<file path="src/rtl/revaluate_controller.sv">
// revaluate_controller: batch sequencer driving the Keccak-f[1600] round datapath, file reader and writer.
// Outputs are registered from the next state, so every strobe lines up with the state it belongs to.
module revaluate_controller #(
  parameter int NUM_ROUNDS = 24,
  parameter int ROUND_W    = 5,
  parameter int IDX_W      = 10
) (
  input  logic               clk,
  input  logic               rst,
  input  logic               start,
  input  logic [IDX_W-1:0]   num_files,
  input  logic               read_valid,
  output logic               read_file,
  output logic               load_state,
  output logic               round_en,
  output logic [ROUND_W-1:0] round_idx,
  output logic               write_file,
  output logic [IDX_W-1:0]   file_index,
  output logic               busy,
  output logic               done
);
  typedef enum logic [2:0] {IDLE, READ_REQ, READ_WAIT, LOAD, ROUND, WRITE, DONE} state_t;
  localparam logic [ROUND_W-1:0] LAST_ROUND = ROUND_W'(NUM_ROUNDS - 1);
  state_t             r_state, w_next;
  logic [IDX_W-1:0]   r_num, w_num, w_idx;
  logic [ROUND_W-1:0] w_round;
  always_comb begin
    w_next = r_state;
    w_num  = r_num;
    w_idx  = file_index;
    case (r_state)
      IDLE: if (start) begin
        w_num  = num_files;
        w_idx  = '0;
        w_next = (num_files == '0) ? DONE : READ_REQ;
      end
      READ_REQ:  w_next = READ_WAIT;
      READ_WAIT: w_next = read_valid ? LOAD : READ_WAIT;
      LOAD:      w_next = ROUND;
      ROUND:     w_next = (round_idx == LAST_ROUND) ? WRITE : ROUND;
      WRITE: if (file_index == r_num - IDX_W'(1)) w_next = DONE;
        else begin
          w_idx  = file_index + IDX_W'(1);
          w_next = READ_REQ;
        end
      DONE:      w_next = IDLE;
      default:   w_next = IDLE;
    endcase
    // round counter only advances while staying in ROUND; it enters ROUND from LOAD at 0
    w_round = (r_state == ROUND && w_next == ROUND) ? round_idx + ROUND_W'(1) : '0;
  end
  always_ff @(posedge clk or negedge rst) begin
    if (!rst) begin
      r_state    <= IDLE;
      r_num      <= '0;
      file_index <= '0;
      read_file  <= 1'b0;
      load_state <= 1'b0;
      round_en   <= 1'b0;
      round_idx  <= '0;
      write_file <= 1'b0;
      busy       <= 1'b0;
      done       <= 1'b0;
    end else begin
      r_state    <= w_next;
      r_num      <= w_num;
      file_index <= w_idx;
      read_file  <= w_next == READ_REQ;
      load_state <= w_next == LOAD;
      round_en   <= w_next == ROUND;
      round_idx  <= w_round;
      write_file <= w_next == WRITE;
      busy       <= w_next != IDLE;
      done       <= w_next == DONE;
    end
  end
endmodule
</file>
<file path="config.mk">
export PLATFORM = sky130hd
export DESIGN_NAME = revaluate_controller
export DESIGN_NICKNAME = d
export VERILOG_FILES = /design/src/rtl/revaluate_controller.sv
export SDC_FILE = /design/constraint.sdc
export NUM_CORES = 1
export LEC_CHECK = 0
export BUFFER_PORTS_ARGS = -buffer_cell sky130_fd_sc_hd__buf_2
export CAP_MARGIN = 10
export CORE_MARGIN = 4
export CORE_UTILIZATION = 42
export DETAILED_ROUTE_END_ITERATION = 8
export SYNTH_ARGS = -nofsm -noshare
export SYNTH_HDL_FRONTEND = slang
export SYNTH_SLANG_ARGS = --single-unit
</file>
<file path="constraint.sdc">
create_clock -name clk -period 3.9 [get_ports clk]
set_input_delay 0.195 -clock clk [delete_from_list [all_inputs] [get_ports clk]]
set_output_delay 0.195 -clock clk [all_outputs]
set_load 0.02 [all_outputs]
</file>
# Yosys cells after proc, flatten, opt, wreduce, memory -nomap -nowiden

Cells that the tools add are included.

Register bits after elaboration: 34
Bits in latches: 0
Bits in writable memories: 0
Bits in read-only memories: 0
Input bits: 14
Output and inout bits: 21
Logic and storage cells: 44
Memories kept: 0

Add/subtract/negate cells: 3
$mul: 0
Divide/modulo/power cells: 0
Magnitude comparators: 0
Eq/ne operators: 14
Shift operators: 0
Multiplexer cells: 10
Bitwise operators: 0
Reduce and logical (&&, ||, !) cells: 7

Operators by type and width:

| cell                  | number |
|---|---|
| $mux 10               | 2 |
| $pmux 10 s2           | 1 |
| $pmux 3 s6            | 1 |
| $eq 3x3->1 const B    | 5 |
| $add 10x1->10 const B | 1 |
| $eq 10x10->1          | 1 |
| $logic_not 10->1      | 1 |
| $sub 10x1->10 const B | 1 |
| $eq 3x2->1 const B    | 3 |
| $mux 3                | 3 |
| $eq 3x1->1 const B    | 2 |
| $add 5x1->5 const B   | 1 |
| $eq 5x5->1 const B    | 1 |
| $mux 5                | 1 |
| $ne 2x2->1 const B    | 2 |
| $logic_not 3->1       | 1 |
| $reduce_and 3->1      | 1 |
| $reduce_bool 3->1     | 1 |
| $mux 1                | 2 |
| $reduce_and 2->1      | 1 |
| $reduce_bool 2->1     | 1 |
| $logic_and 1x1->1     | 1 |

# Longest topological paths before layout

Depth after elaboration: 7
Gate-level depth with buffers: 12
Depth with buffers taken out: 9

# Worst setup path after synthesis

Ideal clock, no wire load.

Kind: register -> register
From: reg r_num[0]
To: reg done
Library setup time: 95 ps
Data arrival time: 2378 ps
Required time: 3805 ps
Path slack: 1427 ps
Cell stages (with the launch flop): 13
Path buffers: 3
Period minus slack after synthesis: 2473 ps
Cell sequence: dfrtp_1 > inv_1 > ha_1 > buf_2 > xor3_1 > o32ai_1 > a211oi_2 > a311oi_1 > and4_1 > buf_6 > buf_4 > nand3_1 > a211oi_1

Word-level cells in the longest chain between the ends: 5

Ends and longest elaborated chain:

| what                   | line | text |
|---|---|---|
| from (decl)            | 25   | `logic [IDX_W-1:0] r_num, w_num, w_idx;` |
| from (signal assigned) | 66   | `r_num <= w_num;` |
| $sub 10x1->10          | 41   | `WRITE: if (file_index == r_num - IDX_W'(1)) w_next = DONE;` |
| $eq 10x10->1           | 41   |  |
| $mux 3                 | 41   |  |
| $pmux 3 s6             | 31   | `case (r_state)` |
| $eq 3x3->1             | 74   | `done <= w_next == DONE;` |
| to (signal assigned)   | 63   | `done <= 1'b0;` |
| to (signal assigned)   | 74   |  |
| to (decl)              | 20   | `output logic done` |

No other way between the ends.
A chain may end at the register's enable or synchronous reset.

# Final worst setup path

From: reg r_num[0]
To: reg file_index[1]

Word-level cells in the longest chain between the ends: 4

Ends and longest elaborated chain:

| what                       | line | text |
|---|---|---|
| $sub 10x1->10              | 41   |  |
| $eq 10x10->1               | 41   |  |
| $ne 2x2->1 (no line)       | -    |  |
| $reduce_and 3->1 (no line) | -    |  |
| to (signal assigned)       | 67   | `file_index <= w_idx;` |
| to (decl)                  | 18   | `output logic [IDX_W-1:0] file_index,` |

No other way between the ends.

==> impl_metrics.py <==
metrics = {
    "worst_setup_path": {
        "worst_setup_path_start_kind": "register",
        "cp_top_family": "simple AND/OR/NAND/NOR gates",
        "worstPathArrival_ns": 3.12,
        "endpoint_kind": "register",
        "required_ns": 4.11,
        "crit_type": "reg -> reg",
        "critPathMaxFanout": 18,
        "slowest_delay_ns": 0.58,
        "worst-path-buf-inv": 1,
        "path_cells": "inv_1 -> ha_1 -> xor3_1 -> o32ai_1 -> a211oi_2 -> a311oi_1 -> and4_1 -> nand2b_1 -> mux2i_1",
        "critPathSlowestCell": "and4_1",
    },
    "logic_synthesis": {
        "avgSynthCellArea_um2": 8.827,
        "synthesis.nets": 235,
        "yosysMostFrequentCell": "nand2_1",
        "synth_top_area_cell": "dfrtp_1",
        "syn_inst": 218,
        "synth_top_area_share_pct": 44.21,
        "synth_commonest_cells": "42 x nand2_1, 34 x dfrtp_1, 19 x nor2_1, 10 x nand3_1, 9 x a21oi_1",
        "synth_cell_types": 48,
        "synthTopCellsByArea": "dfrtp_1 44%, nand2_1 8.2%, nor2_1 3.7%, xnor2_1 3.6%, xor2_1 3.2%",
        "yosys_warnings": 0,
        "async_flop_share_pct": 100.0,
        "synth-edff-count": 0,
        "synthFlopType": "dfrtp_1",
        "ys_seq_area_share_pct": 44.21,
        "synth-seq-cells": 34,
        "syn_area_um2": 1924,
    },
    "grt": {
        "grt.overflow.total": 0,
        "antenna_found_initial": 0,
        "grt_max_degree": 35,
        "grt_pass1_wl_um": 7155,
        "grtUsageTotal_pct": 16.86,
        "grt_pass1_vias": 1469,
    },
    "place": {
        "dp_hpwl_um": 3098,
        "post-place-ws_ns": 0.9978,
        "placement.io_buffers": 34,
        "gp_congestion": 0.8309,
    },
    "detailed_routing": {
        "drc": 0,
        "vias": 1591,
        "drt-initial-drc-count": 154,
        "avgViaCountPerCell": 5.303,
        "ant_nets": 0,
        "drt-total-wl_um": 4123,
        "routedWlPerCell_um": 13.74,
        "dr.pass1.iters": 4,
    },
    "layout": {
        "final_layout_size_suffix_gt1_share_pct": 17.74,
        "final_nets": 264,
        "syn_to_final_growth_pct": 13.78,
        "antennaDiodeCount": 0,
    },
    "die": {
        "row_count": 24,
        "die_w_um": 75.69,
        "core_um2": 4384,
        "ios": 35,
        "die-height_um": 75.69,
        "start_util_pct": 43.89,
        "dieArea_um2": 5729,
    },
    "sta": {
        "fin_ws_ns": 0.9891,
        "grt_setup_unrepaired": "no",
        "period_needed_ns": 2.911,
        "max_freq_mhz": 343.5,
        "worst_pin_slew_ns": 0.9134,
        "post-route-period-util_pct": 74.64,
        "finalSetupViolations": 0,
        "tns_ns": 0,
        "whs_ns": -0.03837,
        "final_max_slew_viol_count": 0,
        "relSlewSlack_pct": 38.54,
        "fin_skew_ns": 0.006839,
        "hold_viol": 34,
    },
    "status": {
        "outcome": "complete, but fails checks",
        "violations": "negative hold slack",
    },
    "cts": {
        "ctsResizeCount": 0,
        "h-tree-depth": 2,
        "clk-insertion-delay-late_ns": 0.29,
        "cts.sinks": 34,
        "postCtsSetupRepairBufs": 0,
        "hold_buffers": 0,
        "clkTransAtPathRegs_ns": 0.06,
        "clock_path_buffers": 2,
        "tritoncts": "done",
        "root_buffer": "clkbuf_8",
        "cts_buffers": 5,
    },
    "worst_hold_path": {
        "hold_class": "in -> async",
    },
    "pwr": {
        "p_leak_nw": 1.024,
        "pwr_density_cell_nw_per_um2": 647.7,
        "max-vdd-ir-drop_mv": 0.2586,
    },
    "job": {
        "maxCapViolCount": 0,
    },
}
final timing paths:
| kind | depth (start not counted) | endpoint | slack (ns) | startpoint |
|---|---|---|---|---|
| min | 1 | file_index[6]$_DFFE_PN0P_ | -0.04 | rst |
| max | 9 | file_index[1]$_DFFE_PN0P_ | 0.99 | r_num[0]$_DFFE_PN0P_ |
| min in group clk | 3 | r_num[4]$_DFFE_PN0P_ | 0.11 | num_files[4] |
| max in group asynchronous | 1 | r_num[0]$_DFFE_PN0P_ | 3.46 | rst |
| min reg2reg | 1 | round_idx[0]$_DFF_PN0_ | 0.49 | round_idx[0]$_DFF_PN0_ |
| max reg2reg | 9 | file_index[1]$_DFFE_PN0P_ | 0.99 | r_num[0]$_DFFE_PN0P_ |
cell type report:
type                       count  area [µm²]
clock buffer                   7       86.33
multi-input combinational    164       982.2
inverter                       8       30.03
timing repair buffer          34       170.2
clock inverter                 1       5.005
sequential                    34       850.8
tap                           52       65.06
fill                         449        2195
cell families after synthesis:
| group | Yosys count | share of synthesized area, % |
|---|---|---|
| AOI/OAI and AO/OA | 33 | 11.38 |
| xor gates and xnor gates | 16 | 8.062 |
| adders and majority gates | 3 | 1.951 |
| buffers and inverters | 20 | 4.747 |
| DFF | 34 | 44.21 |
| muxes | 5 | 2.601 |
| and+or+nand+nor | 107 | 27.05 |
power by group:
part / total (W) / switching [W] / internal (W)
Clock: 0.000266 / 0.000124 / 0.000142
Sequential: 0.000577 / 0.000133 / 0.000444
Combinational: 0.000575 / 0.000332 / 0.000243
Total: 0.00142 / 0.000589 / 0.000829
worst register-to-register path: cells and delay by family (launching register included):
family / cells / cell delay, ns
adders and majority gates: 1 / 0.39
muxes: 1 / 0.19
AOI/OAI and AO/OA: 3 / 0.53
and+or+nand+nor: 2 / 0.81
DFF: 1 / 0.43
xor gates and xnor gates: 1 / 0.39
buffers and inverters: 1 / 0.10
per-layer routing:
layer,vias to the layer above,part of all wire (%),track usage (%)
li1,808,-,-
met1,742,50,23.70
met2,33,43,25.12
met3,8,4.8,3.694
met4,0,1.9,6.990
met5,-,0,0
through the flow:
step	cell area (µm²)	power [W]	std cells	util, %	hold WS [ns]
2_1_floorplan	1924	0.001031	218	-	-0.1006
3_3_place_gp	2098	0.001157	292	47.86	0.3131
3_5_place_dp	2098	0.001165	292	47.86	0.3153
4_1_cts	2190	0.001434	300	49.94	0.004260
5_1_grt	2190	0.001553	300	49.94	0.04810
6_report	2190	0.001418	300	49.94	-0.03837
sequential cells by signal, summed over array words and instances (netlist names):
register / count
busy: 1
done: 1
file_index: 10
load_state: 1
r_num: 10
r_state: 3
read_file: 1
round_en: 1
round_idx: 5
write_file: 1
placed cells by master, fill, tap and decap left out, types with 4 or more instances in the layout:
master / count
or3_1: 5
nand2b_1: 4
xnor2_1: 8
nand3_1: 10
dfrtp_1: 34
buf_2: 34
xor2_1: 7
a21oi_1: 9
o21ai_0: 8
clkbuf_8: 6
nor3_1: 7
nand2_1: 42
nor2_1: 19
inv_1: 8
mux2i_1: 5
(Power assumes the default switching activity.)
